--- config.mk ---
export PLATFORM = sky130hd
export DESIGN_NAME = return_addr_stack
export DESIGN_NICKNAME = d
export VERILOG_FILES = /design/src/rtl/return_addr_stack.sv
export SDC_FILE = /design/constraint.sdc
export NUM_CORES = 1
export LEC_CHECK = 0
export ABC_AREA = 0
export BUFFER_PORTS_ARGS = -buffer_cell sky130_fd_sc_hd__buf_2
export CORE_ASPECT_RATIO = 2
export CORE_MARGIN = 2
export CORE_UTILIZATION = 60
export CTS_BUF_LIST = sky130_fd_sc_hd__clkbuf_16
export DETAILED_ROUTE_END_ITERATION = 8
export HOLD_SLACK_MARGIN = 0.1
export PLACE_DENSITY = 0.78
export RECOVER_POWER = 100
export SLEW_MARGIN = 25
export SYNTH_ARGS = -nofsm -noshare
export SYNTH_HDL_FRONTEND = slang
export SYNTH_SLANG_ARGS = --single-unit
--- constraint.sdc ---
create_clock -name clk -period 12.2 [get_ports clk]
set_input_delay 0 -clock clk [delete_from_list [all_inputs] [get_ports clk]]
set_output_delay 0 -clock clk [all_outputs]
set_load 0.01 [all_outputs]
--- src/rtl/return_addr_stack.sv ---
// Return-address stack: circular buffer of link addresses pushed by JAL and popped on return.
// The popped address is registered; the top entry is also exposed combinationally.
module return_addr_stack #(
  parameter int unsigned ADDR_W = 32,
  parameter int unsigned DEPTH  = 16,
  parameter int unsigned PTR_W  = 4
) (
  input  logic              clk,
  input  logic              rst_n,
  input  logic              push,
  input  logic [ADDR_W-1:0] push_addr,
  input  logic              pop,
  input  logic              err_clr,
  output logic [ADDR_W-1:0] ret_addr,
  output logic              ret_valid,
  output logic [ADDR_W-1:0] top_addr,
  output logic [PTR_W:0]    count,
  output logic              empty,
  output logic              full,
  output logic              ovf_err,
  output logic              unf_err
);

  localparam int unsigned CntW = PTR_W + 1;

  typedef enum logic [0:0] {StIdle, StRet} state_e;

  state_e            state_q, state_d;
  logic [ADDR_W-1:0] mem [DEPTH];
  logic [PTR_W-1:0]  sp_q, sp_d, sp_m1;
  logic [CntW-1:0]   count_q, count_d;
  logic [ADDR_W-1:0] ret_addr_q, ret_addr_d;
  logic              ovf_q, ovf_d, unf_q, unf_d;
  logic              is_empty, is_full, pop_ok;
  logic              mem_we;
  logic [PTR_W-1:0]  mem_waddr;
  logic [ADDR_W-1:0] top_entry;

  assign sp_m1     = sp_q - PTR_W'(1);
  assign is_empty  = (count_q == '0);
  assign is_full   = (count_q == CntW'(DEPTH));
  assign top_entry = mem[sp_m1];
  // A pop is accepted when there is something to return, or a push can be bypassed.
  assign pop_ok    = pop & (~is_empty | push);

  always_comb begin
    sp_d       = sp_q;
    count_d    = count_q;
    ret_addr_d = ret_addr_q;
    ovf_d      = ovf_q;
    unf_d      = unf_q;
    mem_we     = 1'b0;
    mem_waddr  = sp_q;
    // Clear first so a same-cycle error event below wins.
    if (err_clr) begin
      ovf_d = 1'b0;
      unf_d = 1'b0;
    end
    case ({push, pop})
      2'b10: begin
        mem_we    = 1'b1;
        mem_waddr = sp_q;
        sp_d      = sp_q + PTR_W'(1);
        if (is_full) ovf_d = 1'b1;
        else         count_d = count_q + CntW'(1);
      end
      2'b01: begin
        if (is_empty) begin
          unf_d = 1'b1;
        end else begin
          ret_addr_d = top_entry;
          sp_d       = sp_m1;
          count_d    = count_q - CntW'(1);
        end
      end
      2'b11: begin
        if (is_empty) begin
          ret_addr_d = push_addr;
        end else begin
          ret_addr_d = top_entry;
          mem_we     = 1'b1;
          mem_waddr  = sp_m1;
        end
      end
      default: ;
    endcase
  end

  always_ff @(posedge clk or negedge rst_n) begin
    if (!rst_n) begin
      sp_q       <= '0;
      count_q    <= '0;
      ret_addr_q <= '0;
      ovf_q      <= 1'b0;
      unf_q      <= 1'b0;
    end else begin
      sp_q       <= sp_d;
      count_q    <= count_d;
      ret_addr_q <= ret_addr_d;
      ovf_q      <= ovf_d;
      unf_q      <= unf_d;
    end
  end

  // Entry storage carries no reset.
  always_ff @(posedge clk) begin
    if (mem_we) mem[mem_waddr] <= push_addr;
  end

  always_ff @(posedge clk or negedge rst_n) begin
    if (!rst_n) state_q <= StIdle;
    else        state_q <= state_d;
  end

  always_comb begin
    state_d = StIdle;
    case (state_q)
      StIdle:  state_d = pop_ok ? StRet : StIdle;
      StRet:   state_d = pop_ok ? StRet : StIdle;
      default: state_d = StIdle;
    endcase
  end

  always_comb begin
    ret_valid = (state_q == StRet);
  end

  assign ret_addr = ret_addr_q;
  assign top_addr = is_empty ? '0 : top_entry;
  assign count    = count_q;
  assign empty    = is_empty;
  assign full     = is_full;
  assign ovf_err  = ovf_q;
  assign unf_err  = unf_q;

endmodule
==> metrics.txt, run 1 <==
status finished with violations; failing checks max-capacitance violations, max-slew violations; crit-path leading delay family buffers and inverters; ANT nets after route 0; post-CTS setup repair buffer count 0; port bufs 110; Post-Syn Area 0.02309 mm2; Crit-path slowest cell clkbuf_1; cell mode on critical path clkbuf_1; Setup WS pre-CTS 7.755 ns; leak pwr 8.361 nW; CP startpoint kind register; most common cell after layout, fill and taps aside edfxtp_1; largest fanout on the critical path 74; Yosys warnings 0; Vias 13110; violation count after the first detailed-route iteration 1308; gpl congestion 0.7537; Post-DP Area 0.02427 mm2; flop2flop setup slack 4.22 ns; fmax 119.8 MHz; vias in the first global route 13530; synth unique cells 45; Die Span X 142.7 um; sequential fraction of the synthesis area 71.34%; GRT Overall Usage 29.68%; CP peak stage delay 2.82 ns; Fin. Hold Viols 0; routed length per instance 31.02 um; Routed WL 58310 um; DR pass1 iterations 7; Area Overhead vs Synth 12.70%; Syn Nets 1288; hold path cells 3; Num CTS Buffers 46; synth top area cells edfxtp_1 (67%), mux4_2 (12%), dfrtp_1 (4.8%); setup TNS 0 ns; Core Area 0.03791 mm2; Fin Hold WS 0.1806 ns; clk_lat worst skew 0.57 ns; TritonCTS clock tree done; fin util 68.65%; HP Class in -> reg; number of primary I/O pins 111; Worst setup EP type output pin; VDD IR-drop max 0.2002 mV; Filler Cells Inserted 2418; Most used DFF post-synth edfxtp_1; Design Area, Final 0.02603 mm2; fin worst setup slack 3.854 ns; max_cap viols 20; initial antenna violation count 0; CP Buf/Inv Count 5; Arr. time, crit path 8.35 ns; Power Dens Cells 277.9 mW/mm2; Synth async-reset ratio 7.914%; total gr overflow 0; register area 0.01648 mm2; area of the multi-input gates 0.006245 mm2; layout cell share with drive strength beyond 1 21.47%; Slew @ Worst Pin 4.903 ns; nets@finish 1426; die area 0.04017 mm2; fin crit period 8.346 ns; CTS root buf clkbuf_16; reg2reg end mem[3][17]$_DFFE_PP_; clk slew on worst S/H paths 0.07 ns; H-tree depth 2; share of the synthesized area in the top cell type 66.58%; period utilisation layout 68.41%; hold_sp err_clr; row count 101; Setup violations, final 0; Crit path required time 12.20 ns; first-pass GRT wire length 85300 um; largest area contributor in the netlist edfxtp_1; initial core utilization 60.91%; RR Startpoint sp_q[0]$_DFFE_PN0P_; Sink Count 556; post-synthesis area per instance 18.59 um2; die height 281.5 um; Pins Over Slew Limit 591; critical path class reg -> out; RSZ-0062 raised after global routing no; worst-case clock buffer depth 3; post-DP HPWL 30810 um; worst path cell trace inv_1 -> nand2_4 -> clkbuf_1 -> clkinv_1 -> clkbuf_1 -> a211oi_1 -> clkbuf_1; via density per instance 6.971; Clock Skews 0.01731 ns; largest net degree at the start of global routing 75; Yosys reg bits 556; hold endpoint ovf_err$_DFF_PN0_; EDFF count, synth 512; most frequent cells in the layout edfxtp_1 (512), mux4_2 (128), clkbuf_1 (119); Mapped Cells 1242; R2R depth 5; Slew headroom -226.9%; Residual DRC 0
==> flip-flops by register name (all words and copies together), names as in the netlist <==
signal,cells
mem,512
count,5
ovf_err,1
ret_valid,1
unf_err,1
sp_q,4
ret_addr,32
==> logic make-up (layout without fill, tap and decap cells) <==
family / Yosys count / after routing / share of synthesized area, %
other: 0 / 1 / 0
adder cells (fa/ha/maj): 9 / 9 / 0.5201
AO/OA/AOI/OAI: 216 / 216 / 7.390
AND/OR/NAND/NOR: 152 / 152 / 2.785
XOR/XNOR: 9 / 9 / 0.3739
multiplexers: 194 / 194 / 15.52
buffers and inverters: 106 / 280 / 2.064
flip-flops: 556 / 556 / 71.34
==> layout make-up <==
cell class / count / share of cell area (%)
timing repair buffer: 180 / 3.961
clock inverter: 37 / 1.755
clock buffer: 47 / 4.519
sequential: 556 / 63.30
tap: 463 / 2.226
inverter: 16 / 0.2308
antenna: 1 / 0.009615
multi-input combinational: 580 / 23.99
==> worst max-delay path by stage <==
| stage | start | end | slack [ns] | cells past startpoint |
|---|---|---|---|---|
| after CTS | sp_q[0]$_DFFE_PN0P_ | top_addr[18] | 7.27 | 7 |
| after global placement | sp_q[0]$_DFFE_PN0P_ | top_addr[16] | 7.66 | 8 |
| after floorplan | sp_q[0]$_DFFE_PN0P_ | mem[0][0]$_DFFE_PP_ | 8.12 | 11 |
| after global routing | sp_q[0]$_DFFE_PN0P_ | mem[8][22]$_DFFE_PP_ | 3.56 | 6 |
| after detailed placement | sp_q[0]$_DFFE_PN0P_ | mem[1][11]$_DFFE_PP_ | 7.75 | 6 |
| final | count[4]$_DFFE_PN0P_ | top_addr[29] | 3.85 | 7 |
==> power by group <==
group          switching [W]  internal, W  leakage, nW
registers           0.000168      0.00234         5.16
logic                0.00178      0.00134         2.40
clock network       0.000685     0.000920        0.804
==> metal layers <==
layer / GRT usage (%) / share of wire (%)
met2: 50.65 / 52
met5: 0 / 0
met3: 3.940 / 8.5
met4: 14.34 / 4.9
met1: 37.81 / 35
==> tightest hold or removal path, delay by kind of cell <==
kind            cells  cell delay, ns
buf+inv             2            0.62
compound gates      1            0.08
==> per-stage QoR <==
step	power [W]	std cells
floorplan	0.004682	1242
global placement	0.005590	1756
finish	0.007232	1880
global route	0.007537	1879
CTS	0.007314	1878
detailed placement	0.005679	1757
==> Yosys cell counts, types with 2 or more instances <==
library cell,instances
inv_1,15
o22ai_1,4
nand2_1,43
a21oi_1,7
nor4_1,3
nor3b_1,2
o21a_1,30
xor2_1,3
nand2b_1,2
a221oi_2,26
ha_1,8
a211oi_1,61
edfxtp_1,512
o211ai_1,33
buf_1,11
a21o_1,2
xnor2_1,5
mux2i_1,33
mux2_2,33
a31oi_1,3
nor3_1,6
nor2_1,83
dfrtp_1,44
buf_2,18
o21ai_0,6
a221oi_1,5
o31a_1,3
o21ai_1,33
nand3_1,5
buf_4,14
clkbuf_1,44
clkbuf_2,3
nor3_2,2
nand4_1,2
mux4_2,128
==> what timing repair did <==
item | CTS | global route
hold endpoints to repair | 565 | 0
hold buffers | 37 | 0
gates resized for setup | 0 | 0
Power figures use the tool's default switching activity.
==> inputs of run 2 (changes only) <==
Settings changed: ABC_AREA 0 to 1, CORE_UTILIZATION 60 to 56, PLACE_DENSITY 0.78 to 0.77.
Clock period 12.2 ns to 7.2 ns, I/O delays scaled along.
==> run 2 against run 1 <==
Net effect: die area increased by 13%; synthesized cell count increased by 93%; non-clock buffer count is 1 lower; hold slack worse by 0.0065 ns; clock-buffer cell count is 2 higher; sequential share of layout area shrank 2.9 points; global-route usage is 0.16 points higher; cell area up 4.8%; critical path depth grew 3; combinational power rose by 83%; the flow still finishes with violations (max-capacitance violations, max-slew violations); highest routed layer unchanged; largest power group unchanged; register-to-register slack worse by 3.3 ns; critical path type is now reg -> reg; first-iteration DRC count grew 26%.
==> metrics.txt, run 2 <==
Worst setup EP type register; clock share of power 20.0% (-2.2 points); CTS root buf clkbuf_16; TritonCTS clock tree done; initial core utilization 56.41% (-4.5 points); Synth async-reset ratio 7.914% (unchanged); ANT nets after route 0 (unchanged); failing checks max-capacitance violations, max-slew violations; R2R depth 10 (+5); DR pass1 iterations 6 (-1); post-cts sizing count 0 (unchanged); largest family of logic cells by synthesized area simple AND/OR/NAND/NOR gates; GRT Overall Usage 29.84% (+0.16 points); die area 0.04521 mm2 (+13%); setup TNS 0 ns (unchanged); Post-Syn Area 0.02432 mm2 (+5.3%); Fin Hold WS 0.1740 ns (-0.006504 ns); die height 298.7 um (+6.1%); Slew @ Worst Pin 3.655 ns (-1.248 ns); HP Class in -> reg; clk_lat worst skew 0.58 ns (about the same); clk slew on worst S/H paths 0.07 ns (about the same); mux share of post-synthesis cell area 0% (-16 points); Vias 17490 (+33%); synth unique cells 25 (-44%); synth top area cells edfxtp_1 (63%), nand2_1 (12%), nand3_1 (8.1%); fmax 159.5 MHz; largest area contributor in the netlist edfxtp_1; gpl congestion 0.8155 (+8.2%); Clock Skews 0.01661 ns (-0.0007024 ns); Arr. time, crit path 6.51 ns (-1.84 ns); Fin. Hold Viols 0 (unchanged); fin worst setup slack 0.9312 ns (-2.923 ns); total gr overflow 0 (unchanged); RSZ-0062 raised after global routing no; switching power 0.005441 W (+110%); EDFF count, synth 512 (unchanged); initial antenna violation count 0 (unchanged); Sink Count 556 (unchanged); Area Overhead vs Synth 12.20%; Most used DFF post-synth edfxtp_1; routed length per instance 21.35 um (-31%); layout cell share with drive strength beyond 1 4.910% (-17 points); Syn Nets 2449 (+90%); first-pass GRT wire length 100400 um (+18%); max_cap viols 5 (-75%); worst-case clock buffer depth 3 (unchanged); Synth Area in XOR/XNOR 0.3550% (-0.019 points); H-tree depth 2 (unchanged); most frequent cell after synthesis nand2_1; CP Launch Point sp_q[0]$_DFFE_PN0P_; Post-Place Cells 2967 (+69%); register area 0.01648 mm2 (about the same); CP startpoint kind register; Slew headroom -143.7% (+83 points); Pins Over Slew Limit 230 (-61%); most common cell after layout, fill and taps aside nand2_1; Mapped Cells 2403 (+93%); Flop pwr share 33.5% (-1.2 points); Filler Cells Inserted 3218 (+33%); post-DP HPWL 38210 um (+24%); VDD IR-drop max 0.3495 mV (+75%); flop2flop setup slack 0.93 ns (-3.29 ns); max reg flops 512 (unchanged); reg2reg end mem[7][14]$_DFFE_PP_; RR Startpoint sp_q[0]$_DFFE_PN0P_; status finished with violations; Routed WL 66110 um (+13%); internal power 0.006822 W (+48%); share of the synthesized area in the top cell type 63.22% (-3.4 points); Core Area 0.04311 mm2 (+14%); Largest Register mem; ANT cells 0 (-1); critical path class reg -> reg; vias in the first global route 17760 (+31%); Synth Area in Compound Gates 1.801% (-5.6 points); Comb power frac 46.5% (+3.4 points); nets@finish 2556 (+79%); most frequent cells after synthesis nand2_1 (772), edfxtp_1 (512), nand3_1 (392); Num CTS Buffers 48 (+4.3%); post-synthesis simple-gate area fraction 21.41% (+19 points); via density per instance 5.650 (-19%); Setup violations, final 0 (unchanged); Power Dens Cells 449.4 mW/mm2 (+62%); hold path cells 3 (unchanged); number of primary I/O pins 111 (unchanged); fin crit period 6.269 ns; switch share 44.37% (+8.0 points); most frequent cells in the layout nand2_1 (773), edfxtp_1 (512), nand3_1 (392); port bufs 110 (unchanged); Residual DRC 0 (unchanged); hold_sp err_clr; Final Non-Filler Cells 3096 (+65%); Crit path required time 7.45 ns (-4.75 ns); row count 108 (+6.9%); Yosys reg bits 556 (unchanged); violation count after the first detailed-route iteration 1647 (+26%); Yosys warnings 0 (unchanged); sequential fraction of the synthesis area 67.75% (-3.6 points); post-synthesis area per instance 10.12 um2 (-46%); Setup WS pre-CTS 1.896 ns (-5.859 ns); Synth Area in Adders 0.4939% (-0.026 points); period utilisation layout 87.07%; Die Span X 151.4 um (+6.0%); leak pwr 11.58 nW (+38%); largest net degree at the start of global routing 114 (+52%); hold endpoint ovf_err$_DFF_PN0_; area of the multi-input gates 0.006001 mm2 (-3.9%); largest fanout on the critical path 113 (+53%)
[run 2: cell families (layout without fill, tap and decap cells)]
group	Yosys count	after routing
adders and majority gates	9	9
AOI/OAI and AO/OA	87	87
buffers and inverters	491	634
xor gates and xnor gates	9	9
DFF	556	556
and+or+nand+nor	1251	1251
[run 2: routing by layer]
metal,vias to the layer above,global-route usage [%],routed length [um]
met5,-,0,0
met4,0,20.56,5370
met3,256,4.336,5247
met2,976,50.65,33480
met1,8242,34.36,22010
li1,8019,-,-
[run 2: layout make-up]
class	count	area share [%]
multi-input combinational	1356	21.99
sequential	556	60.40
tap	550	2.522
timing repair buffer	179	4.659
inverter	369	5.104
clock buffer	49	4.494
clock inverter	37	0.8300
[run 2: worst max path at each step]
stage	end
after global placement	mem[7][13]$_DFFE_PP_
after detailed placement	mem[7][13]$_DFFE_PP_
after global routing	mem[7][14]$_DFFE_PP_
after CTS	mem[7][14]$_DFFE_PP_
final	mem[7][14]$_DFFE_PP_
after floorplan	mem[0][0]$_DFFE_PP_
[run 2: stage by stage]
| stage | area [um2] | power, W | utilization [%] |
|---|---|---|---|
| floorplan | 24320 | 0.007803 | - |
| CTS | 27290 | 0.01230 | 63.32 |
| global route | 27280 | 0.01296 | 63.30 |
| detailed placement | 25460 | 0.009829 | 59.07 |
| global placement | 25250 | 0.009660 | 58.59 |
| finish | 27280 | 0.01226 | 63.30 |
[run 2: what timing repair did]
| item | 4_1_cts | 5_1_grt |
|---|---|---|
| buffers inserted | 0 | 0 |
| endpoints found under the hold margin | 595 | 0 |
| setup endpoints to repair | 0 | 0 |
| hold buffers | 38 | 0 |
[run 2: critical path: stages, from the launching register on]
cell     delay (ns)
dfrtp_4        0.72
inv_6          0.72
nand3_1        0.18
nand2_1        0.13
nand2_1        1.06
inv_2          1.29
o21ai_1        0.20
inv_1          0.13
nand2_1        0.26
nor2_4         0.71
buf_4          0.42
[run 2: power by group through the flow]
stage          logic, W  registers [W]  clock network (W)
2_1_floorplan   0.00366        0.00414                  0
3_3_place_gp    0.00550        0.00416                  0
3_5_place_dp    0.00566        0.00417                  0
4_1_cts         0.00573        0.00410            0.00247
5_1_grt         0.00624        0.00414            0.00258
6_report        0.00570        0.00411            0.00245
==> inputs of run 3 (changes only) <==
Settings changed: BUFFER_PORTS_ARGS -buffer_cell sky130_fd_sc_hd__buf_2 to -buffer_cell sky130_fd_sc_hd__buf_4.
==> run 3 against run 2 <==
Net effect: the run still ends with max-capacitance violations, max-slew violations left; critical path depth unchanged; total power decreased by 0.82%; core utilization increased by 0.15 points; register-to-register slack improved by 0.33 ns; critical endpoint is now mem[3][12]$_DFFE_PP_; largest cell class unchanged.
==> metrics.txt, run 3 (synthesis gave the netlist of run 2 again) <==
fin worst setup slack 1.263 ns (+0.3316 ns); VDD IR-drop max 0.4210 mV (+20%); worst-case clock buffer depth 3 (unchanged); via density per instance 5.645 (about the same); most common cell after layout, fill and taps aside nand2_1; Power Dens Cells 444.7 mW/mm2 (-1.1%); vias in the first global route 17390 (-2.1%); HP Class in -> reg; Final Total Pwr 0.01216 W (-0.82%); CTS root buf clkbuf_16; post-DP HPWL 36660 um (-4.0%); Crit path required time 7.44 ns (about the same); max_cap viols 4 (-1); status finished with violations; post-cts sizing count 0 (unchanged); die height 298.7 um (unchanged); Clock Skews 0.01955 ns (+0.002940 ns); leak pwr 11.60 nW (+0.22%); Pins Over Slew Limit 148 (-36%); violation count after the first detailed-route iteration 1947 (+18%); TritonCTS clock tree done; Sink Count 556 (unchanged); Routed WL 63750 um (-3.6%); flop2flop setup slack 1.26 ns (+0.33 ns); critical path class reg -> reg; largest fanout on the critical path 68 (-40%); GRT Overall Usage 28.54% (-1.3 points); Num CTS Buffers 46 (-4.2%); total gr overflow 0 (unchanged); clk_lat worst skew 0.58 ns (about the same); routed length per instance 20.58 um (-3.6%); number of primary I/O pins 111 (unchanged); fmax 168.4 MHz (+5.6%); Area Overhead vs Synth 12.47%; Core Area 0.04311 mm2 (unchanged); Fin. Hold Viols 0 (unchanged); Setup violations, final 0 (unchanged); row count 108 (unchanged); largest net degree at the start of global routing 240 (+110%); area of the multi-input gates 0.006003 mm2 (about the same); Final Non-Filler Cells 3097 (+0.032%); port bufs 110 (unchanged); RSZ-0062 raised after global routing no; Post-Place Cells 2968 (+0.034%); initial antenna violation count 0 (unchanged); Largest Register mem; Slew @ Worst Pin 3.142 ns (-0.5137 ns); clk slew on worst S/H paths 0.07 ns (about the same); max reg flops 512 (unchanged); most frequent cells in the layout nand2_1 (772), edfxtp_1 (512), nand3_1 (392); first-pass GRT wire length 96500 um (-3.9%); Setup WS pre-CTS 2.206 ns (+0.3094 ns); Arr. time, crit path 6.17 ns (-0.34 ns); fin crit period 5.937 ns (-0.3316 ns); register area 0.01648 mm2 (unchanged); Residual DRC 0 (unchanged); nets@finish 2556 (unchanged); ANT nets after route 0 (unchanged); Slew headroom -109.4% (+34 points); Filler Cells Inserted 3308 (+2.8%); period utilisation layout 82.46% (-4.6 points); initial core utilization 56.41% (unchanged); ANT cells 0 (unchanged); DR pass1 iterations 6 (unchanged); H-tree depth 2 (unchanged); Die Span X 151.4 um (unchanged); die area 0.04521 mm2 (unchanged); layout cell share with drive strength beyond 1 4.908% (about the same); CP startpoint kind register; failing checks max-capacitance violations, max-slew violations; Worst setup EP type register; setup TNS 0 ns (unchanged); gpl congestion 0.8803 (+7.9%); Vias 17480 (-0.057%)
-- run 3: cell count changes in the layout (fill, tap and decap cells not counted), sizes merged --
cell	delta
buf	+2
clkbuf	-2
bufinv	+1
clkinv	-1
clkinvlp	+1
-- run 3: worst paths after layout --
kind | startpoint | endpoint | cells past startpoint
worst max register to register | sp_q[0]$_DFFE_PN0P_ | mem[3][12]$_DFFE_PP_ | 10
max in group asynchronous | rst_n | sp_q[0]$_DFFE_PN0P_ | 4
worst min register to register | ret_addr[16]$_DFFE_PN0P_ | ret_addr[16]$_DFFE_PN0P_ | 2
worst min-delay path | err_clr | unf_err$_DFF_PN0_ | 3
worst max-delay path | sp_q[0]$_DFFE_PN0P_ | mem[3][12]$_DFFE_PP_ | 10
min in group asynchronous | rst_n | ret_addr[29]$_DFFE_PN0P_ | 3
-- run 3: routing by layer --
layer / share of wire, % / track usage [%] / routed length (um)
met1: 34 / 33.86 / 21650
met2: 52 / 49.97 / 33440
met3: 8.1 / 3.817 / 5171
met4: 5.5 / 14.93 / 3485
met5: 0 / 0 / 0
-- run 3: timing repair --
item                      4_1_cts  5_1_grt
hold endpoints to repair      598        0
hold buffers                   39        0
buffers inserted                0        0
-- run 3: cell type report --
type / instances / area share [%]
Sequential cell: 556 / 60.25
Multi-Input combinational cell: 1356 / 21.95
Inverter: 369 / 5.092
Timing Repair Buffer: 181 / 4.986
Clock buffer: 47 / 4.300
Tap cell: 550 / 2.516
Clock inverter: 38 / 0.9058
-- run 3: through the flow --
| stage | util [%] | hold slack [ns] | cell area, um2 |
|---|---|---|---|
| after floorplan | - | -0.2956 | 24320 |
| after global placement | 59.22 | 0.1185 | 25530 |
| after detailed placement | 59.89 | 0.1279 | 25820 |
| after CTS | 64.14 | 0.1727 | 27650 |
| after global routing | 63.45 | 0.1949 | 27350 |
| final | 63.45 | 0.1759 | 27350 |
-- run 3: where the power goes --
group | internal [W] | switching (W) | total [W]
Combinational | 0.00160 | 0.00405 | 0.00565
Clock | 0.00129 | 0.00112 | 0.00241
Sequential | 0.00392 | 0.000184 | 0.00410
Total | 0.00681 | 0.00535 | 0.0122
-- run 3: worst max-delay path, stage by stage, from the launching register on --
cell     delay (ns)
dfrtp_4        0.72
inv_6          0.50
nand3_1        0.14
nand2_1        0.11
nand2_2        0.53
inv_1          1.62
o21ai_0        0.44
inv_1          0.18
nand2_1        0.25
nor2_4         0.61
buf_4          0.45
